$ cat src/rtl/bus_arb_pkg.sv
// Shared types and constants for the two-requester memory arbiter.
// Holds the FSM state encoding, the grant-owner enum and the watchdog fill data.
package bus_arb_pkg;

  typedef enum logic [1:0] {
    IDLE      = 2'd0,
    GNT_INSTR = 2'd1,
    GNT_DATA  = 2'd2
  } bus_arb_state_e;

  typedef enum logic {
    GNT_I = 1'b0,
    GNT_D = 1'b1
  } bus_arb_gnt_e;

  localparam logic [31:0] BUS_ARB_TIMEOUT_DATA = 32'hDEAD_BEEF;

  // Round-robin pick: a tie goes to the side that did not win last time.
  function automatic bus_arb_gnt_e pick_winner(input logic instr_v,
                                               input logic data_v,
                                               input bus_arb_gnt_e last);
    bus_arb_gnt_e win;
    if (instr_v && data_v) begin
      if (last == GNT_D) win = GNT_I;
      else               win = GNT_D;
    end else if (instr_v) begin
      win = GNT_I;
    end else begin
      win = GNT_D;
    end
    return win;
  endfunction

endpackage

$ cat src/rtl/bus_arb_watchdog.sv
// Transaction watchdog: counts enabled cycles since the last clear and flags
// the cycle in which the LIMIT-th enabled cycle is reached.
module bus_arb_watchdog #(
  parameter int unsigned LIMIT = 256
) (
  input  logic clk_i,
  input  logic rst_i,
  input  logic clr_i,
  input  logic en_i,
  output logic expire_o
);

  localparam int unsigned CNT_W = (LIMIT < 2) ? 1 : $clog2(LIMIT + 1);

  logic [CNT_W-1:0] cnt_q;
  logic [CNT_W-1:0] cnt_d;

  always_comb begin
    cnt_d = cnt_q;
    if (clr_i) begin
      cnt_d = '0;
    end else if (en_i && (cnt_q != CNT_W'(LIMIT))) begin
      cnt_d = cnt_q + 1'b1;
    end
  end

  always_ff @(posedge clk_i) begin
    if (rst_i) begin
      cnt_q <= '0;
    end else begin
      cnt_q <= cnt_d;
    end
  end

  // cnt_q holds the number of earlier enabled cycles, so LIMIT-1 marks the LIMIT-th.
  assign expire_o = en_i && (cnt_q == CNT_W'(LIMIT - 1));

endmodule

$ cat src/rtl/bus_arbiter.sv
// Round-robin instr/data to single memory port arbiter, one transaction in flight, all outputs registered.
// Optional watchdog that completes a hung transaction with filler data: BUS_ARB_TIMEOUT_EN.
module bus_arbiter
  import bus_arb_pkg::*;
#(
  parameter int unsigned ADDR_W         = 19,
  parameter int unsigned DATA_W         = 32,
  parameter int unsigned TIMEOUT_CYCLES = 256
) (
  input  logic              clk_i,
  input  logic              rst_i,
  input  logic              instr_valid_i,
  input  logic [ADDR_W-1:0] instr_addr_i,
  output logic              instr_ready_o,
  output logic [DATA_W-1:0] instr_read_data_o,
  input  logic              data_valid_i,
  input  logic [ADDR_W-1:0] data_addr_i,
  input  logic [DATA_W-1:0] data_write_data_i,
  input  logic [3:0]        data_wstrb_i,
  output logic              data_ready_o,
  output logic [DATA_W-1:0] data_read_data_o,
  output logic              mem_valid_o,
  output logic [ADDR_W-1:0] mem_addr_o,
  output logic [DATA_W-1:0] mem_write_data_o,
  output logic [3:0]        mem_wstrb_o,
  output logic              mem_instr_o,
`ifdef BUS_ARB_TIMEOUT_EN
  output logic              timeout_err_o,
`endif
  input  logic              mem_ready_i,
  input  logic [DATA_W-1:0] mem_read_data_i
);

  bus_arb_state_e    state_q,       state_d;
  bus_arb_gnt_e      last_gnt_q,    last_gnt_d;
  logic              mem_valid_q,   mem_valid_d;
  logic [ADDR_W-1:0] mem_addr_q,    mem_addr_d;
  logic [DATA_W-1:0] mem_wdata_q,   mem_wdata_d;
  logic [3:0]        mem_wstrb_q,   mem_wstrb_d;
  logic              mem_instr_q,   mem_instr_d;
  logic              instr_rdy_q,   instr_rdy_d;
  logic              data_rdy_q,    data_rdy_d;
  logic [DATA_W-1:0] instr_rdata_q, instr_rdata_d;
  logic [DATA_W-1:0] data_rdata_q,  data_rdata_d;

  bus_arb_gnt_e      win;
  logic              wd_expire;
  logic              xfer_done;
  logic [DATA_W-1:0] rsp_data;

`ifdef BUS_ARB_TIMEOUT_EN
  logic timeout_err_q;
  logic timeout_err_d;

  bus_arb_watchdog #(
    .LIMIT (TIMEOUT_CYCLES)
  ) u_watchdog (
    .clk_i    (clk_i),
    .rst_i    (rst_i),
    .clr_i    (state_q == IDLE),
    .en_i     (state_q != IDLE),
    .expire_o (wd_expire)
  );

  // A real response in the expiry cycle wins and is not an error.
  assign timeout_err_d = timeout_err_q | (wd_expire & ~mem_ready_i);

  always_ff @(posedge clk_i) begin
    if (rst_i) begin
      timeout_err_q <= 1'b0;
    end else begin
      timeout_err_q <= timeout_err_d;
    end
  end

  assign timeout_err_o = timeout_err_q;
`else
  logic unused_cfg;
  assign unused_cfg = (TIMEOUT_CYCLES == 0);
  assign wd_expire  = 1'b0;
`endif

  assign win       = pick_winner(instr_valid_i, data_valid_i, last_gnt_q);
  assign xfer_done = mem_ready_i | wd_expire;
  assign rsp_data  = mem_ready_i ? mem_read_data_i : DATA_W'(BUS_ARB_TIMEOUT_DATA);

  always_comb begin
    state_d       = state_q;
    last_gnt_d    = last_gnt_q;
    mem_valid_d   = mem_valid_q;
    mem_addr_d    = mem_addr_q;
    mem_wdata_d   = mem_wdata_q;
    mem_wstrb_d   = mem_wstrb_q;
    mem_instr_d   = mem_instr_q;
    instr_rdy_d   = 1'b0;
    data_rdy_d    = 1'b0;
    instr_rdata_d = instr_rdata_q;
    data_rdata_d  = data_rdata_q;

    case (state_q)
      IDLE: begin
        if (instr_valid_i || data_valid_i) begin
          mem_valid_d = 1'b1;
          if (win == GNT_I) begin
            state_d     = GNT_INSTR;
            mem_addr_d  = instr_addr_i;
            mem_wdata_d = '0;
            mem_wstrb_d = 4'h0;
            mem_instr_d = 1'b1;
          end else begin
            state_d     = GNT_DATA;
            mem_addr_d  = data_addr_i;
            mem_wdata_d = data_write_data_i;
            mem_wstrb_d = data_wstrb_i;
            mem_instr_d = 1'b0;
          end
        end
      end

      GNT_INSTR: begin
        if (xfer_done) begin
          state_d       = IDLE;
          last_gnt_d    = GNT_I;
          mem_valid_d   = 1'b0;
          mem_instr_d   = 1'b0;
          instr_rdy_d   = 1'b1;
          instr_rdata_d = rsp_data;
        end
      end

      GNT_DATA: begin
        if (xfer_done) begin
          state_d      = IDLE;
          last_gnt_d   = GNT_D;
          mem_valid_d  = 1'b0;
          mem_instr_d  = 1'b0;
          data_rdy_d   = 1'b1;
          data_rdata_d = rsp_data;
        end
      end

      default: begin
        state_d     = IDLE;
        mem_valid_d = 1'b0;
        mem_instr_d = 1'b0;
      end
    endcase
  end

  always_ff @(posedge clk_i) begin
    if (rst_i) begin
      state_q       <= IDLE;
      last_gnt_q    <= GNT_D;
      mem_valid_q   <= 1'b0;
      mem_addr_q    <= '0;
      mem_wdata_q   <= '0;
      mem_wstrb_q   <= 4'h0;
      mem_instr_q   <= 1'b0;
      instr_rdy_q   <= 1'b0;
      data_rdy_q    <= 1'b0;
      instr_rdata_q <= '0;
      data_rdata_q  <= '0;
    end else begin
      state_q       <= state_d;
      last_gnt_q    <= last_gnt_d;
      mem_valid_q   <= mem_valid_d;
      mem_addr_q    <= mem_addr_d;
      mem_wdata_q   <= mem_wdata_d;
      mem_wstrb_q   <= mem_wstrb_d;
      mem_instr_q   <= mem_instr_d;
      instr_rdy_q   <= instr_rdy_d;
      data_rdy_q    <= data_rdy_d;
      instr_rdata_q <= instr_rdata_d;
      data_rdata_q  <= data_rdata_d;
    end
  end

  assign instr_ready_o     = instr_rdy_q;
  assign instr_read_data_o = instr_rdata_q;
  assign data_ready_o      = data_rdy_q;
  assign data_read_data_o  = data_rdata_q;
  assign mem_valid_o       = mem_valid_q;
  assign mem_addr_o        = mem_addr_q;
  assign mem_write_data_o  = mem_wdata_q;
  assign mem_wstrb_o       = mem_wstrb_q;
  assign mem_instr_o       = mem_instr_q;

endmodule

$ cat config.mk
export PLATFORM = sky130hd
export DESIGN_NAME = bus_arbiter
export DESIGN_NICKNAME = d
export VERILOG_FILES = /design/src/rtl/bus_arb_pkg.sv /design/src/rtl/bus_arb_watchdog.sv /design/src/rtl/bus_arbiter.sv
export SDC_FILE = /design/constraint.sdc
export NUM_CORES = 1
export LEC_CHECK = 0
export ABC_CLOCK_PERIOD_IN_PS = 1450
export BUFFER_PORTS_ARGS = -buffer_cell sky130_fd_sc_hd__buf_2
export CORE_MARGIN = 3
export CORE_UTILIZATION = 26
export DETAILED_ROUTE_END_ITERATION = 10
export SYNTH_ARGS = -nofsm -noshare
export SYNTH_HDL_FRONTEND = slang
export SYNTH_SLANG_ARGS = --single-unit
$ cat constraint.sdc
create_clock -name clk_i -period 1.45 [get_ports clk_i]
set_input_delay 0.2175 -clock clk_i [delete_from_list [all_inputs] [get_ports clk_i]]
set_output_delay 0.2175 -clock clk_i [all_outputs]
set_load 0.005 [all_outputs]
==> flow_summary.yaml, run 1 <==
job:
  maxCapViolCount: 0
final_layout:
  stdcell_area_um2: 6940
  instances_no_fill: 993
  drive_above_1_share_pct: 39.7
  fin_nets: 875
  n_antenna_cell: 0
  mostFrequentLayoutCell: "buf_2"
  final_util_pct: 41.4
  mostFrequentLayoutCells: "buf_2, nand2_1, dfxtp_1"
  syn2layout_area_growth_pct: 54.3
outcome:
  status: "finished, final reports clean"
die:
  start_util_pct: 26.8
  dieHeight_um: 138
  coreArea_um2: 16800
  die_area_um2: 18900
  fp.dieW_um: 138
  ioPinCount: 234
  placementRows: 47
synthesis:
  synth_compound_area_share_pct: 21.5
  ys_ff_latch: 125
  synth_nets: 617
  postSynthCellCount: 502
  yosysSeqAreaShare_pct: 55.6
  synth_top_family_by_area: "compound AO/OA/AOI/OAI gates"
  synth.avg_cell_area_um2: 8.96
  synth_edf_count: 0
  synthMuxAreaShare_pct: 0
  yosys.area_share.simple_pct: 16.5
  synth_fa_ha_area_share_pct: 1.11
  synth_xor_area_share_pct: 0
  synth-main-ff-cell: "dfxtp_1"
  async_flop_share_pct: 0
  ys_types: 28
  yosys_warnings: 0
  netlist_area_um2: 4500
global_routing:
  grt_max_degree: 46
  met2_usage_pct: 23.2
  grt_pass1_wl_mm: 21.1
  grt_use_total_pct: 14.2
  grtUsageMet3_pct: 4.38
  grt_pass1_vias: 4138
  gr-total-overflow: 0
  antenna_found_initial: 0
  grtUsageMet1_pct: 17.6
  top_usage_layer: "met2"
timing:
  max_freq_mhz: 707
  clock_skew_ns: 0.00812
  finalCriticalPeriod_ns: 1.42
  setup_ws_ns: 0.0348
  period_share_pct: 97.6
  worst_pin_slew_ns: 0.522
  finalHoldViolCount: 0
  finalSetupViolCount: 0
  slew_headroom_pct: 65.2
  rsz0062_at_grt: "yes"
  finalMaxSlewViolations: 0
detailed_routing:
  drc: 0
  wl_per_cell_um: 14.4
  avgViaCountPerCell: 4.49
  first_pass_iters: 4
  antenna_left: 0
  drt_iter0_markers: 116
  num_vias: 4460
  routed_wl_mm: 14.3
worst_setup_path:
  cp_max_fo: 3
  worst_setup_path_end_kind: "flop"
  startpoint_type: "flop"
  critPathArrivalTime_ns: 1.73
  cp_data_required_time_ns: 1.76
  criticalPathCategory: "flop to flop"
power:
  powerDensity_nw_per_um2: 1390
  leakagePower_nw: 3.17
  p_total_w: 0.00962
  peakVddDrop_uv: 762
cts:
  cts.root.buffer_cell: "clkbuf_16"
  numCtsBuffers: 17
  clockBufferDepth: 2
  cts_tree: "built"
  insertion_delay_ns: 0.41
  clock-sinks: 125
  cts_htree_levels: 4
  clkTransAtPathRegs_ns: 0.06
placement:
  placed_cells: 936
  post_dp_cell_area_um2: 6020
  hpwl_mm: 9.81
  place_congestion: 0.721
  place_ws_ns: -0.146
  numPortBuffers: 233
min_path:
  hold_class: "input pin to flop"
where the power goes:
group / switching (W) / internal (W) / leakage [nW] / total (W)
sequential: 0.000102 / 0.00365 / 1.02 / 0.00375
clock: 0.00161 / 0.00305 / 0.309 / 0.00466
combinational: 0.000620 / 0.000590 / 1.84 / 0.00121
total: 0.00233 / 0.00729 / 3.17 / 0.00962
logic make-up after synthesis:
kind of cell,after synthesis
AOI/OAI and AO/OA,145
adders and majority gates,4
buffers and inverters,46
DFF,125
and+or+nand+nor,182
layout make-up:
| cell class | count | area (um^2) |
|---|---|---|
| flip-flops and latches | 125 | 2500 |
| well taps | 220 | 275 |
| inverters | 3 | 11.3 |
| repair buffers | 281 | 1690 |
| clock buffers | 17 | 425 |
| fillers | 1719 | 9820 |
| clock inverters | 15 | 219 |
| multi-input cells | 332 | 1820 |
synthesized netlist by cell type, types with 2 or more instances:
| cell type | n | area (um^2) |
|---|---|---|
| and2_1 | 2 | 12.5 |
| nor2_1 | 23 | 86.3 |
| nand3_1 | 19 | 95.1 |
| buf_1 | 2 | 7.51 |
| o21ai_0 | 19 | 95.1 |
| nand2_1 | 131 | 492 |
| clkbuf_1 | 17 | 63.8 |
| a22o_1 | 36 | 315 |
| buf_4 | 3 | 22.5 |
| inv_1 | 2 | 7.51 |
| nor2b_1 | 2 | 12.5 |
| buf_2 | 16 | 80.1 |
| a21oi_1 | 65 | 325 |
| buf_6 | 4 | 45.0 |
| dfxtp_1 | 125 | 2500 |
| ha_1 | 4 | 50.1 |
| nand2b_1 | 2 | 12.5 |
| a311oi_1 | 19 | 166 |
| o32ai_1 | 2 | 17.5 |
registers in the layout, summed over array words and instances, names as in the netlist:
name and flops:
data_ready_o 1, instr_ready_o 1, instr_read_data_o 32, mem_valid_o 1, state_q 2, mem_addr_o 19
mem_write_data_o 32, data_read_data_o 32, last_gnt_q 1, mem_wstrb_o 4
worst paths after layout:
kind              cells after the start                   end                 start  slack, ns
setup / recovery                      5            state_q[0]            state_q[1]       0.03
hold / removal                        2   mem_write_data_o[0]  data_write_data_i[0]       0.03
setup reg to reg                      5            state_q[0]            state_q[1]       0.03
hold reg to reg                       2  instr_read_data_o[1]  instr_read_data_o[1]       0.45
repair_timing:
action / CTS / global route
pin swaps: 3 / 1
buffers inserted: 0 / 0
endpoints found under the setup margin: 38 / 40
gates resized for setup: 2 / 6
hold buffers: 24 / 0
endpoints found under the hold margin: 24 / 0
cloned: 1 / 0
worst max-delay path, cell delays in order, from the launching register on:
cell	delay, ns
dfxtp_2	0.33
inv_2	0.05
ha_4	0.22
nor2b_4	0.12
or4b_4	0.50
o32ai_2	0.10
layer usage:
metal / vias to the layer above / share of wire (%)
li1: 2255 / -
met1: 2037 / 43
met2: 151 / 48
met3: 17 / 6.8
met4: 0 / 1.7
met5: - / 0
stage by stage:
stage / TNS (ns) / hold WS (ns)
5_1_grt: -0.0227 / 0.00366
3_5_place_dp: -4.87 / 0.431
6_report: 0 / 0.0263
4_1_cts: 0 / 0.00299
2_1_floorplan: 0 / 0.343
3_3_place_gp: -5.35 / 0.427
No activity file was read; power rests on OpenSTA's default activity.
==> inputs of run 2 (changes only) <==
Settings changed: ABC_AREA set to 1.
==> flow_summary.yaml, run 2 <==
worst_setup_path:
  critPathArrivalTime_ns: 1.70
  worst_setup_path_end_kind: "flop"
  cp-startpoint: "state_q[0]"
  r2r-start: "state_q[0]"
  path_buf_inv: 5
  crit_end: "mem_addr_o[1]"
  rrSetupSlack_ns: 0.06
  cp_slowest_cell: "dfxtp_1"
  timing.rr.end: "mem_addr_o[1]"
  cp_cell_sequence: "inv_2, ha_4, inv_1, nor2_4, buf_12, clkbuf_16, nand3_1, nand2_1, inv_1"
  max_stage_delay_ns: 0.31
  startpoint_type: "flop"
  critPathTopFamily: "buffers and inverters"
  cp_common_cell: "inv_1"
  reg2regPathDepth: 9
  cp_max_fo: 15
  cp_data_required_time_ns: 1.76
  criticalPathCategory: "flop to flop"
  path_depth: 9
timing:
  hold_ws_ns: 0.0383
  period_share_pct: 95.6
  finalMaxSlewViolations: 0
  finalCriticalPeriod_ns: 1.39
  clock_skew_ns: 0.00794
  setup_tns_ns: 0
  worst_pin_slew_ns: 0.267
  max_freq_mhz: 721
  slew_headroom_pct: 82.0
  finalSetupViolCount: 0
  finalHoldViolCount: 0
placement:
  numPortBuffers: 233
  place_congestion: 0.787
  hpwl_mm: 10.5
synthesis:
  ys_ff_latch: 125
  synth_edf_count: 0
  yosys_warnings: 0
  netlist_area_um2: 4760
  synth_fa_ha_area_share_pct: 1.05
  synth_top_area_cell: "dfxtp_1"
  synth_nets: 756
  synth_top_area_share_pct: 52.5
  synth_compound_area_share_pct: 14.9
  async_flop_share_pct: 0
  synthTopCellsByCount: "nor2_1, dfxtp_1, o21ai_0, nand2_1, a21oi_1"
  postSynthCellCount: 641
  synth_top_family_by_area: "simple AND/OR/NAND/NOR gates"
  ys_top_cells_by_area: "dfxtp_1, nor2_1, o21ai_0"
  ys_types: 17
  yosysSeqAreaShare_pct: 52.5
  yosys.area_share.simple_pct: 24.5
  synthMuxAreaShare_pct: 0
  synth-main-ff-cell: "dfxtp_1"
  synth.avg_cell_area_um2: 7.43
  yosysMostFrequentCell: "nor2_1"
  synth_xor_area_share_pct: 0
global_routing:
  grt_max_degree: 60
  grt_pass1_wl_mm: 23.8
  antenna_found_initial: 1
  grt_pass1_vias: 4614
  grt_use_total_pct: 14.9
  gr-total-overflow: 0
cts:
  cts.root.buffer_cell: "clkbuf_16"
  clkTransAtPathRegs_ns: 0.06
  hold_buffers: 0
  cts_tree: "built"
  clock-sinks: 125
  insertion_delay_ns: 0.41
  cts_htree_levels: 4
  clockBufferDepth: 2
  numCtsBuffers: 17
final_layout:
  syn2layout_area_growth_pct: 46.5
  fillCellCount: 1858
  drive_above_1_share_pct: 33.5
  fin_nets: 986
  multi_input_area_um2: 1950
  seq_area_um2: 2500
  mostFrequentLayoutCells: "buf_2, nor2_1, dfxtp_1"
  mostFrequentLayoutCell: "buf_2"
die:
  dieHeight_um: 141
  fp.dieW_um: 141
  placementRows: 48
  start_util_pct: 27.1
  coreArea_um2: 17600
  die_area_um2: 20000
  ioPinCount: 234
power:
  clkPwrFrac_pct: 42.9
  p_seq_share_pct: 39.5
  peakVddDrop_uv: 862
  p_sw_w: 0.00265
  intPower_w: 0.00726
  comb_power_share_pct: 17.6
  leakagePower_nw: 3.49
  powerDensity_nw_per_um2: 1420
  swShare_pct: 26.7
min_path:
  hold_class: "input pin to flop"
  whs_path_depth: 3
job:
  maxCapViolCount: 0
detailed_routing:
  drc: 0
  wl_per_cell_um: 14.3
  avgViaCountPerCell: 4.41
  antenna_left: 0
  drt_iter0_markers: 218
  routed_wl_mm: 15.8
  first_pass_iters: 4
  num_vias: 4898
outcome:
  status: "finished, final reports clean"
## run 2: changes by cell type after synthesis, moves of 21 or more
cell	before	now
a21oi_1	65	41
a22o_1	36	0
inv_1	2	27
nand2_1	131	49
nand3_1	19	40
nor2_1	23	204
o21ai_0	19	101
## run 2: power groups by stage
stage / sequential, W / combinational, W / clock [W]
CTS: 0.00391 / 0.00157 / 0.00436
floorplan: 0.00401 / 0.000808 / 0
finish: 0.00391 / 0.00174 / 0.00425
detailed placement: 0.00398 / 0.00156 / 0
global route: 0.00395 / 0.00196 / 0.00452
global placement: 0.00398 / 0.00155 / 0
## run 2: worst min-delay path by stage
stage	startpoint	slack [ns]	to
2_1_floorplan	mem_ready_i	0.34	last_gnt_q
4_1_cts	data_write_data_i[30]	0.02	mem_write_data_o[30]
5_1_grt	data_write_data_i[29]	0.03	mem_write_data_o[29]
6_report	data_write_data_i[28]	0.04	mem_write_data_o[28]
3_5_place_dp	data_wstrb_i[2]	0.45	mem_wstrb_o[2]
3_3_place_gp	mem_valid_o	0.45	mem_valid_o
## run 2: cell families (layout without fill, tap and decap cells)
kind of cell,after synthesis,after routing
AND/OR/NAND/NOR,295,295
AO/OA/AOI/OAI,142,142
flip-flops,125,125
buffers and inverters,75,318
adder cells (fa/ha/maj),4,4
other,0,1
## run 2: layout make-up
class | instances | area share (%)
sequential | 125 | 35.9
multi-input combinational | 441 | 27.9
timing repair buffer | 257 | 22.1
clock buffer | 20 | 6.26
tap | 225 | 4.03
clock inverter | 12 | 2.10
inverter | 29 | 1.67
antenna | 1 | 0.0359
## run 2: what timing repair did
action,CTS,global route
gates cloned,0,5
pin swaps,1,3
buffers inserted,0,3
gates resized for setup,1,27
endpoints found under the setup margin,36,46
## run 2: worst min-delay path: stages
cell and delay (ns):
buf_2 0.07, a21oi_1 0.05, nor2_1 0.07
## run 2: metal layers
| layer | wire length (um) | vias up | global-route usage, % |
|---|---|---|---|
| met5 | 0 | - | 0 |
| met4 | 190 | 0 | 3.88 |
| met3 | 1250 | 11 | 5.93 |
| met2 | 7660 | 147 | 25.1 |
| met1 | 6730 | 2214 | 17.7 |
| li1 | - | 2526 | - |
## run 2: per-stage QoR
step | instances | total power [W] | util (%) | cell area [um^2] | setup slack (ns)
finish | 1110 | 0.00990 | 39.7 | 6980 | 0.0633
global route | 1110 | 0.0104 | 39.7 | 6980 | -0.00713
CTS | 1101 | 0.00985 | 38.6 | 6800 | 0.0220
detailed placement | 1069 | 0.00554 | 35.3 | 6210 | -0.0950
global placement | 1069 | 0.00553 | 35.3 | 6210 | -0.0364
floorplan | 641 | 0.00482 | - | 4760 | 0.0682
